==> src/rtl/matmul_pkg.sv <==
// Shared constants and FSM encoding for the matrix-multiply sequencer and loader.
package matmul_pkg;
    localparam int MM_DW      = 4;
    localparam int MM_MAX_DIM = 4;
    localparam int MM_DIM_W   = 4;
    localparam int MM_ADDR_W  = 4;
    localparam int MM_ACC_W   = 10;

    typedef enum logic [2:0] {
        IDLE,
        CHECK,
        ERR,
        ACC,
        OUT,
        DONE
    } state_t;
endpackage

==> src/rtl/mac_unit.sv <==
// Registered multiply-accumulate: one product per enabled cycle, clear wins over enable.
// Result visible the cycle after the last enable; no backpressure of its own.
module mac_unit #(
    parameter int DW    = 4,
    parameter int ACC_W = 10
) (
    input  logic             clk_i,
    input  logic             rst_ni,
    input  logic             clr_i,
    input  logic             en_i,
    input  logic [DW-1:0]    a_i,
    input  logic [DW-1:0]    b_i,
    output logic [ACC_W-1:0] acc_o
);
    logic [2*DW-1:0]  prod;
    logic [ACC_W-1:0] acc_q, acc_d;

    always_comb begin
        prod  = {{DW{1'b0}}, a_i} * {{DW{1'b0}}, b_i};
        acc_d = acc_q;
        if (clr_i) begin
            acc_d = '0;
        end else if (en_i) begin
            acc_d = acc_q + ACC_W'(prod);
        end
    end

    always_ff @(posedge clk_i) begin
        if (!rst_ni) begin
            acc_q <= '0;
        end else begin
            acc_q <= acc_d;
        end
    end

    assign acc_o = acc_q;
endmodule

==> src/rtl/matmul_sequencer.sv <==
// Walks i/j/k over loader operands, c1 ACC cycles per element then one OUT cycle minimum.
// Result held in OUT until res_ready; the loop stalls there, nothing is dropped.
module matmul_sequencer
    import matmul_pkg::*;
#(
    parameter int DW      = MM_DW,
    parameter int MAX_DIM = MM_MAX_DIM,
    parameter int DIM_W   = MM_DIM_W,
    parameter int ADDR_W  = MM_ADDR_W,
    parameter int ACC_W   = MM_ACC_W
) (
    input  logic                CLK,
    input  logic                RST_N,
    input  logic                start,
    input  logic [DIM_W-1:0]    r1,
    input  logic [DIM_W-1:0]    c1,
    input  logic [DIM_W-1:0]    r2,
    input  logic [DIM_W-1:0]    c2,
    output logic [ADDR_W-1:0]   a_addr,
    output logic [ADDR_W-1:0]   b_addr,
    input  logic [DW-1:0]       a_data,
    input  logic [DW-1:0]       b_data,
    output logic                res_valid,
    input  logic                res_ready,
    output logic [ACC_W-1:0]    res_data,
    output logic [ADDR_W/2-1:0] res_row,
    output logic [ADDR_W/2-1:0] res_col,
    output logic                busy,
    output logic                done,
    output logic                dim_err
);
    localparam int CW = ADDR_W / 2;

    state_t           state_q, state_d;
    logic [CW-1:0]    i_q, i_d, j_q, j_d, k_q, k_d;
    logic [DIM_W-1:0] r1_q, r1_d, c1_q, c1_d, r2_q, r2_d, c2_q, c2_d;
    logic             dim_err_q, dim_err_d;
    logic             acc_clr, acc_en;
    logic             dims_bad, k_last, j_last, i_last;
    logic [ACC_W-1:0] acc;

    mac_unit #(.DW(DW), .ACC_W(ACC_W)) u_mac (
        .clk_i  (CLK),
        .rst_ni (RST_N),
        .clr_i  (acc_clr),
        .en_i   (acc_en),
        .a_i    (a_data),
        .b_i    (b_data),
        .acc_o  (acc)
    );

    always_comb begin
        dims_bad = (c1_q != r2_q)
                || (r1_q == '0) || (c1_q == '0) || (r2_q == '0) || (c2_q == '0)
                || (r1_q > DIM_W'(MAX_DIM)) || (c1_q > DIM_W'(MAX_DIM))
                || (r2_q > DIM_W'(MAX_DIM)) || (c2_q > DIM_W'(MAX_DIM));
        k_last = (DIM_W'(k_q) == c1_q - DIM_W'(1));
        j_last = (DIM_W'(j_q) == c2_q - DIM_W'(1));
        i_last = (DIM_W'(i_q) == r1_q - DIM_W'(1));
    end

    always_comb begin
        state_d   = state_q;
        i_d       = i_q;
        j_d       = j_q;
        k_d       = k_q;
        r1_d      = r1_q;
        c1_d      = c1_q;
        r2_d      = r2_q;
        c2_d      = c2_q;
        dim_err_d = dim_err_q;
        acc_clr   = 1'b0;
        acc_en    = 1'b0;
        a_addr    = '0;
        b_addr    = '0;

        unique case (state_q)
            IDLE: begin
                if (start) begin
                    r1_d      = r1;
                    c1_d      = c1;
                    r2_d      = r2;
                    c2_d      = c2;
                    dim_err_d = 1'b0;
                    state_d   = CHECK;
                end
            end
            CHECK: begin
                if (dims_bad) begin
                    state_d = ERR;
                end else begin
                    i_d     = '0;
                    j_d     = '0;
                    k_d     = '0;
                    acc_clr = 1'b1;
                    state_d = ACC;
                end
            end
            ERR: begin
                dim_err_d = 1'b1;
                state_d   = IDLE;
            end
            ACC: begin
                a_addr = ADDR_W'(i_q) * ADDR_W'(c1_q) + ADDR_W'(k_q);
                b_addr = ADDR_W'(k_q) * ADDR_W'(c2_q) + ADDR_W'(j_q);
                acc_en = 1'b1;
                if (k_last) begin
                    state_d = OUT;
                end else begin
                    k_d = k_q + CW'(1);
                end
            end
            OUT: begin
                if (res_ready) begin
                    acc_clr = 1'b1;
                    k_d     = '0;
                    // Leave i/j at zero after the final element so nothing wraps.
                    if (i_last && j_last) begin
                        i_d     = '0;
                        j_d     = '0;
                        state_d = DONE;
                    end else begin
                        if (j_last) begin
                            j_d = '0;
                            i_d = i_q + CW'(1);
                        end else begin
                            j_d = j_q + CW'(1);
                        end
                        state_d = ACC;
                    end
                end
            end
            DONE: begin
                state_d = IDLE;
            end
            default: begin
                state_d = IDLE;
            end
        endcase
    end

    always_ff @(posedge CLK) begin
        if (!RST_N) begin
            state_q   <= IDLE;
            i_q       <= '0;
            j_q       <= '0;
            k_q       <= '0;
            r1_q      <= '0;
            c1_q      <= '0;
            r2_q      <= '0;
            c2_q      <= '0;
            dim_err_q <= 1'b0;
        end else begin
            state_q   <= state_d;
            i_q       <= i_d;
            j_q       <= j_d;
            k_q       <= k_d;
            r1_q      <= r1_d;
            c1_q      <= c1_d;
            r2_q      <= r2_d;
            c2_q      <= c2_d;
            dim_err_q <= dim_err_d;
        end
    end

    // The accumulator already holds the full sum throughout OUT and is frozen there.
    assign res_valid = (state_q == OUT);
    assign res_data  = (state_q == OUT) ? acc : '0;
    assign res_row   = i_q;
    assign res_col   = j_q;
    assign busy      = (state_q != IDLE);
    assign done      = (state_q == DONE);
    assign dim_err   = dim_err_q | (state_q == ERR);
endmodule

==> config.mk <==
export PLATFORM = sky130hd
export DESIGN_NAME = matmul_sequencer
export DESIGN_NICKNAME = d
export VERILOG_FILES = /design/src/rtl/matmul_pkg.sv /design/src/rtl/mac_unit.sv /design/src/rtl/matmul_sequencer.sv
export SDC_FILE = /design/constraint.sdc
export NUM_CORES = 1
export LEC_CHECK = 0
export CAP_MARGIN = 40
export CORE_ASPECT_RATIO = 0.5
export CORE_MARGIN = 2
export CORE_UTILIZATION = 45
export CTS_CLUSTER_DIAMETER = 100
export CTS_CLUSTER_SIZE = 40
export DETAILED_ROUTE_END_ITERATION = 16
export GPL_TIMING_DRIVEN = 0
export PLACE_DENSITY = 0.72
export SLEW_MARGIN = 20
export SYNTH_ARGS = -nofsm -noshare
export SYNTH_HDL_FRONTEND = slang
export SYNTH_SLANG_ARGS = --single-unit
==> constraint.sdc <==
create_clock -name CLK -period 4 [get_ports CLK]
set_clock_uncertainty 0.15 [all_clocks]
set_input_delay 0.8 -clock CLK [delete_from_list [all_inputs] [get_ports CLK]]
set_output_delay 0.8 -clock CLK [all_outputs]
set_load 0.05 [all_outputs]
---- Word level (Yosys, flattened, before mapping) ----
Cells that the tools add are included.
word-level totals
  register bits ........................... 36
operators by class
  $lt $le $gt $ge ......................... 4
  reductions and logical operators ........ 25
  muxes and demuxes ....................... 27
  equal/unequal tests ..................... 15
  $mul .................................... 3
  bitwise gates (word level) .............. 2
  add/sub/neg operators ................... 9
operators by type and width
  cell                   number
  $mux W2                9
  $gt A4 B3 Y1 const B   4
  $logic_not A4 Y1       4
  $eq A2 B4 Y1           3
  $mux W3                4
  $pmux W3 S4            1
  $sub A4 B1 Y4 const B  3
  $add A10 B8 Y10        1
  $mux W10               1
  $add A4 B2 Y4          2
  $logic_or A1 B1 Y1     8
  $mul A2 B4 Y4          2
  $mul A4 B4 Y8          1
  $mux W4                2
  $ne A2 B2 Y1 const B   4
  $pmux W2 S2            2
  $reduce_and A4 Y1      2
  $add A2 B1 Y2 const B  3
  $eq A3 B2 Y1 const B   2
  $eq A3 B3 Y1 const B   2
  $pmux W2 S3            1
  $reduce_and A3 Y1      2
  $reduce_bool A3 Y1     2
  $mux W1                5
  other kinds (12)       15

---- Longest topological paths before layout ----
Gate-level depths: netlist (run 1).
  depth in word-level cells ............... 12
  depth in mapped cells ................... 13
  depth with buffers taken out ............ 13

---- Cells and area by module ----
A second synthesis (run 1) with hierarchy kept.
unflattened totals
  cell total of the unflattened synthesis .. 375
  area, all modules ....................... 3066.7 um^2
modules (own cells, without submodules)
  module            cells each  times used  area an instance (um^2)
  matmul_sequencer  245         1           1933.1
  mac_unit          130         1           1133.6

---- Least setup slack after synthesis (run 1) ----
OpenSTA, ideal clock, no wires.
  path kind ............................... reg2out
  start point ............................. register i_q[0] (netlist: res_row[0])
  end point ............................... output a_addr[3]
  slack ................................... -107 ps
  data arrival time ....................... 3157 ps
  stages on the path, launching flop included .. 11
  path through ............................ dfxtp_1 > clkbuf_1 > nand2_1 > fa_1 > inv_1 > ha_1 > fa_1 > xnor2_1 > xnor2_1 > xnor2_1 > nor2_1
between the ends
  word-level cells in the longest chain between the ends .. 3
ends and longest elaborated chain
  item                    RTL line                 text
  start, declared         matmul_sequencer.sv:35   logic [CW-1:0] i_q, i_d, j_q, j_d, k_q, k_d;
  start signal, assigned  matmul_sequencer.sv:155  i_q <= i_d;
  $mul A2 B4 Y4           matmul_sequencer.sv:104  a_addr = ADDR_W'(i_q) * ADDR_W'(c1_q) + ADDR_W'(k_q);
  $add A4 B2 Y4           matmul_sequencer.sv:104
  $mux W4                 matmul_sequencer.sv:77   unique case (state_q)
  end, declared           matmul_sequencer.sv:19   output logic [ADDR_W-1:0] a_addr,
Every way passes these cells.

---- Worst setup path in the final report (run 1) ----
  start point ............................. input a_data[2]
  end point ............................... register u_mac.acc_q[9] (netlist: u_mac.acc_o[9])
between the ends
  word-level cells in the longest chain between the ends .. 2
ends and longest elaborated chain
  item                  RTL line                text
  start, declared       matmul_sequencer.sv:21  input logic [DW-1:0] a_data,
  $mul A4 B4 Y8         mac_unit.sv:19          prod = {{DW{1'b0}}, a_i} * {{DW{1'b0}}, b_i};
  $add A10 B8 Y10       mac_unit.sv:24          acc_d = acc_q + ACC_W'(prod);
  end signal, assigned  mac_unit.sv:30          acc_q <= '0;
  end signal, assigned  mac_unit.sv:32          acc_q <= acc_d;
  end, declared         mac_unit.sv:16          logic [ACC_W-1:0] acc_q, acc_d;
Every way passes these cells.
A chain may end at the register's enable or synchronous reset.

==> run summary, run 1 <==
CP required -> 4020 ps
synth unique cells -> 63
worst hold path class -> reg2reg
# diodes -> 0
Area Overhead vs Synth -> 27.5%
clock buffer depth -> 2
final hold violation count -> 0
largest net degree at the start of global routing -> 12
RSZ-0062 raised after global routing -> true
H-tree depth -> 2
die area -> 0.00777 mm²
Syn Nets -> 461
# DRC -> 0
Slew Viols, Final -> 0
WL final -> 7.03 mm
Setup TNS -> 0 ps
CTS tree -> yes
Post-Synthesis Cell Area -> 0.00317 mm²
critical path data arrival time -> 3960 ps
measured slew at the worst slew-check pin -> 559 ps
Filler cells -> 618
power per cell area -> 287 mW/mm²
maximum fanout along the worst path -> 4
Ports -> 54
yosys warns -> 0
Clock Pin Slew Worst Setup and Hold Paths -> 60 ps
Detail Route Antenna Nets -> 0
GPL Wtd Cong -> 0.867
GR Util met1 -> 25.2%
share of layout cells above drive strength 1 -> 12.7%
clk root buf -> clkbuf_16
status -> finished clean
cell row count -> 21
vias -> 2,748
DR vias/cell -> 5.01
final setup vio count -> 0
final global-route overflow total -> 0
dpl hpwl -> 5.35 mm
top achievable clock speed -> 254 MHz
total core area -> 0.00675 mm²
EDFF count, synth -> 0
Skew-Pair Late Insertion Delay -> 280 ps
post-layout util -> 59.8%
CTS Buf Count -> 5
GRT Util Overall -> 19.1%
Leakage Power -> 1.78 nW
most common cell after layout, fill and taps aside -> nand2_1
WL per Instance -> 12.8 µm
TritonCTS Sinks -> 36
Synth async-reset ratio -> 0%
nets -> 524
met3 Use GR -> 3.08%
Die Wd -> 123 µm
# Max-Cap Violations -> 0
GR peak layer -> met2
dominant synthesized flop cell -> dfxtp_1
Max-slew headroom -> 62.8%
vias in the first global route -> 2,674
Critical Path Source Type -> input port
PortBufs -> 53
Syn Area/Cell -> 8.06 µm²
Pre-antenna DRT Iters -> 5
first-pass GRT wire length -> 11.9 mm
Syn Inst Count -> 393
hold-fix buffers at CTS -> 0
period utilisation layout -> 98.6%
Max VDD drop -> 0.147 mV
initial antenna violation count -> 0
most frequent cells in the layout -> nand2_1, inv_1, clkdlybuf4s50_1
initial drt markers -> 88
fin crit period -> 3940 ps
met2 GRT Util -> 33.2%
Final Instance Area -> 0.00404 mm²
Die Ht -> 63.3 µm
placed inst area -> 0.00383 mm²
initial core utilization -> 46.9%
post-synthesis sequential area ratio -> 22.8%
Yosys reg bits -> 36
critical path class -> in2reg
Worst Setup End Kind -> register
## layout make-up
| class | instances | area (µm²) | area share (%) |
|---|---|---|---|
| multi-input cells | 294 | 2230 | 55.2 |
| flip-flops and latches | 36 | 721 | 17.9 |
| repair buffers | 56 | 522 | 12.9 |
| inverters | 46 | 173 | 4.28 |
| clock buffers | 6 | 129 | 3.19 |
| plain buffers | 17 | 115 | 2.85 |
| well taps | 92 | 115 | 2.85 |
| clock inverters | 2 | 35.0 | 0.868 |
## cell families after synthesis
kind of cell	after synthesis	share of synthesized area, %
AOI/OAI and AO/OA	59	13.2
muxes	5	1.62
and+or+nand+nor	169	28.4
xor gates and xnor gates	21	6.04
buffers and inverters	63	9.05
adders and majority gates	40	18.9
DFF	36	22.8
## final timing paths
| kind | startpoint | end | slack, ps | cells past startpoint |
|---|---|---|---|---|
| setup / recovery | a_data[2] | u_mac.acc_o[9]$_SDFFE_PP0P_ | 60 | 13 |
| hold / removal | u_mac.acc_o[7]$_SDFFE_PP0P_ | u_mac.acc_o[7]$_SDFFE_PP0P_ | 320 | 2 |
| setup reg to reg | u_mac.acc_o[2]$_SDFFE_PP0P_ | u_mac.acc_o[9]$_SDFFE_PP0P_ | 1270 | 9 |
| hold reg to reg | u_mac.acc_o[7]$_SDFFE_PP0P_ | u_mac.acc_o[7]$_SDFFE_PP0P_ | 320 | 2 |
## through the flow
step           hold WS, ps  setup WS, ps  instances  total power, mW
2_1_floorplan          292          27.0        393            0.621
3_3_place_gp           308          -687        538            0.699
3_5_place_dp           313          -692        538            0.704
4_1_cts                319          9.58        547             1.16
5_1_grt                352         -63.3        549             1.22
6_report               323          57.7        549             1.16
## cell usage after synthesis (all sizes together) (2+ instances only)
library cell / count / share of area, %
nand2: 59 / 7.3
nor4: 4 / 1.3
a211o: 2 / 0.55
and3: 11 / 2.2
xnor2: 16 / 4.4
o31a: 3 / 0.83
fa: 13 / 8.2
inv: 46 / 5.5
buf: 12 / 3.0
xor2: 5 / 1.6
nor2: 30 / 3.7
clkbuf: 5 / 0.59
nand3b: 3 / 0.71
mux2i: 4 / 1.3
nor2b: 4 / 0.79
a21oi: 30 / 5.1
ha: 27 / 11
and2b: 2 / 0.51
and2: 26 / 5.1
o31ai: 2 / 0.47
a21o: 4 / 0.95
dfxtp: 36 / 23
o21a: 2 / 0.47
nand2b: 3 / 0.59
nor3b: 7 / 1.8
a2111oi: 2 / 1.2
nand3: 4 / 0.63
nor3: 9 / 1.6
o21ai: 3 / 0.47
## metal layers
layer | wire length, µm | part of all wire, % | vias to the layer above
li1 | - | - | 1426
met1 | 3450 | 49 | 1265
met2 | 3250 | 46 | 52
met3 | 291 | 4.1 | 5
met4 | 36 | 0.51 | 0
met5 | 0 | 0 | -
## repair_timing
item / CTS / global route
setup endpoints to repair: 7 / 7
resized for setup: 27 / 23
endpoints found under the hold margin: 0 / 0
pin swaps: 5 / 8
buffers inserted: 1 / 2
## state kept, by name, indices dropped and copies added (netlist names)
signal       count
dim_err_q        1
state_q          3
c2_q             4
k_q              2
res_col          2
res_row          2
r2_q             4
r1_q             4
u_mac.acc_o     10
c1_q             4
## power by group
group	switching, mW	total [mW]	internal (mW)	leakage (nW)
clock	0.152	0.445	0.293	0.0808
sequential	0.0206	0.397	0.377	0.293
combinational	0.173	0.318	0.145	1.40
total	0.346	1.16	0.814	1.78
## critical path: stages
cell      delay [ps]
buf_4            100
nand2_2           60
fa_1             550
fa_1             440
fa_1             540
inv_2             50
ha_4             210
nor2b_4          120
o21ai_2          160
a21boi_2          70
o31a_1           310
o31a_1           290
mux2_2           260
No activity file was read; power rests on OpenSTA's default activity.
==> run 2, diff against run 1 <==
--- a/config.mk
+++ b/config.mk
@@ -6,13 +6,11 @@
 export NUM_CORES = 1
 export LEC_CHECK = 0
 export CAP_MARGIN = 40
-export CORE_ASPECT_RATIO = 0.5
 export CORE_MARGIN = 2
 export CORE_UTILIZATION = 45
 export CTS_CLUSTER_DIAMETER = 100
 export CTS_CLUSTER_SIZE = 40
 export DETAILED_ROUTE_END_ITERATION = 16
-export GPL_TIMING_DRIVEN = 0
 export PLACE_DENSITY = 0.72
 export SLEW_MARGIN = 20
 export SYNTH_ARGS = -nofsm -noshare
==> run summary, run 2 (synthesized netlist as in run 1, its figures left out) <==
status -> finished clean
WL final -> 7.43 mm
Placed Cells -> 542
vias in the first global route -> 2,756
Skew-Pair Late Insertion Delay -> 300 ps
Detail Route Antenna Nets -> 0
Filler cells -> 619
Ports -> 54
Die Wd -> 87.9 µm
GPL Wtd Cong -> 0.882
CTS Buf Count -> 5
most common cell after layout, fill and taps aside -> nand2_1
nets -> 523
fin crit period -> 3980 ps
# diodes -> 0
Worst Setup End Kind -> register
vias -> 2,794
Pre-antenna DRT Iters -> 4
slack of the critical path -> 17.8 ps
hold-fix buffers at CTS -> 0
# Max-Cap Violations -> 0
pre-CTS WS -> -638 ps
clock buffer depth -> 2
power per cell area -> 246 mW/mm²
Max-slew headroom -> 56.0%
WL per Instance -> 13.5 µm
dpl hpwl -> 5.87 mm
measured slew at the worst slew-check pin -> 659 ps
critical path data arrival time -> 4020 ps
critical path class -> in2reg
total core area -> 0.00679 mm²
clk root buf -> clkbuf_8
final global-route overflow total -> 0
Slew Viols, Final -> 0
TritonCTS Sinks -> 36
die area -> 0.00772 mm²
initial drt markers -> 154
worst hold path class -> reg2reg
largest net degree at the start of global routing -> 23
CTS tree -> yes
period utilisation layout -> 99.6%
first-pass GRT wire length -> 12.7 mm
CP required -> 4040 ps
Area Overhead vs Synth -> 26.8%
share of layout cells above drive strength 1 -> 13.4%
Power Total -> 0.987 mW
# DRC -> 0
Clock Pin Slew Worst Setup and Hold Paths -> 80 ps
GRT Util Overall -> 20.9%
Setup TNS -> 0 ps
final hold violation count -> 0
initial antenna violation count -> 0
final setup vio count -> 0
Fin Hold WS -> 328 ps
Max VDD drop -> 0.151 mV
RSZ-0062 raised after global routing -> true
most frequent cells in the layout -> nand2_1, inv_1, clkdlybuf4s50_1
PortBufs -> 53
Critical Path Source Type -> input port
Die Ht -> 87.9 µm
Leakage Power -> 1.74 nW
cell row count -> 30
Cell Count, Final, Fillers Out -> 552
initial core utilization -> 46.6%
DR vias/cell -> 5.06
maximum fanout along the worst path -> 3
top achievable clock speed -> 251 MHz
max reg flops -> 10
H-tree depth -> 2
==> run 2: cell type report <==
cell class,instances,area [µm²],area share [%]
well taps,96,120,2.99
repair buffers,72,688,17.1
clock inverters,3,18.8,0.467
multi-input cells,294,2220,55.4
clock buffers,5,68.8,1.71
flip-flops and latches,36,722,18.0
inverters,46,173,4.30
==> run 2: final timing paths <==
| check | endpoint | cells after the start | slack, ps | startpoint |
|---|---|---|---|---|
| worst min-delay path | u_mac.acc_o[0]$_SDFFE_PP0P_ | 2 | 330 | u_mac.acc_o[0]$_SDFFE_PP0P_ |
| worst max-delay path | u_mac.acc_o[9]$_SDFFE_PP0P_ | 13 | 20 | b_data[3] |
| worst min register to register | u_mac.acc_o[0]$_SDFFE_PP0P_ | 2 | 330 | u_mac.acc_o[0]$_SDFFE_PP0P_ |
| worst max register to register | u_mac.acc_o[9]$_SDFFE_PP0P_ | 9 | 1340 | u_mac.acc_o[2]$_SDFFE_PP0P_ |
==> run 2: timing repair <==
item | in CTS | in global routing
endpoints found under the setup margin | 4 | 4
buffers inserted | 1 | 1
pin swaps | 8 | 10
resized for setup | 16 | 8
==> run 2: worst max-delay path: stages <==
cell	delay [ps]
clkdlybuf4s15_2	190
nand2_2	60
fa_1	560
fa_1	440
fa_1	550
inv_2	50
ha_4	210
nor2b_4	130
o21ai_2	170
a21boi_2	80
o31a_1	270
o31a_1	240
mux2_2	260
==> run 2: power by group <==
group | leakage (nW) | internal [mW] | total [mW] | switching (mW)
combinational | 1.39 | 0.151 | 0.323 | 0.172
sequential | 0.293 | 0.376 | 0.402 | 0.0256
clock | 0.0479 | 0.121 | 0.263 | 0.142
total | 1.74 | 0.648 | 0.987 | 0.339
==> run 2: per-stage QoR <==
| stage | utilization (%) | cell area (µm²) |
|---|---|---|
| global placement | 56.8 | 3860 |
| floorplan | - | 3180 |
| global route | 59.1 | 4020 |
| finish | 59.1 | 4020 |
| CTS | 58.5 | 3970 |
| detailed placement | 56.8 | 3860 |
==> run 2: metal layers <==
layer	vias up	global-route usage, %	part of all wire (%)
met1	1311	25.6	45
met3	10	4.05	4.0
met4	0	6.43	1.3
met5	-	0	0
li1	1421	-	-
met2	52	36.8	50
==> run 3, diff against run 2 <==
--- a/config.mk
+++ b/config.mk
@@ -9,7 +9,7 @@
 export CORE_MARGIN = 2
 export CORE_UTILIZATION = 45
 export CTS_CLUSTER_DIAMETER = 100
-export CTS_CLUSTER_SIZE = 40
+export CTS_CLUSTER_SIZE = 25
 export DETAILED_ROUTE_END_ITERATION = 16
 export PLACE_DENSITY = 0.72
 export SLEW_MARGIN = 20
==> results of run 3 <==
No change in the layout: final DEF, timing and power equal those of run 2.
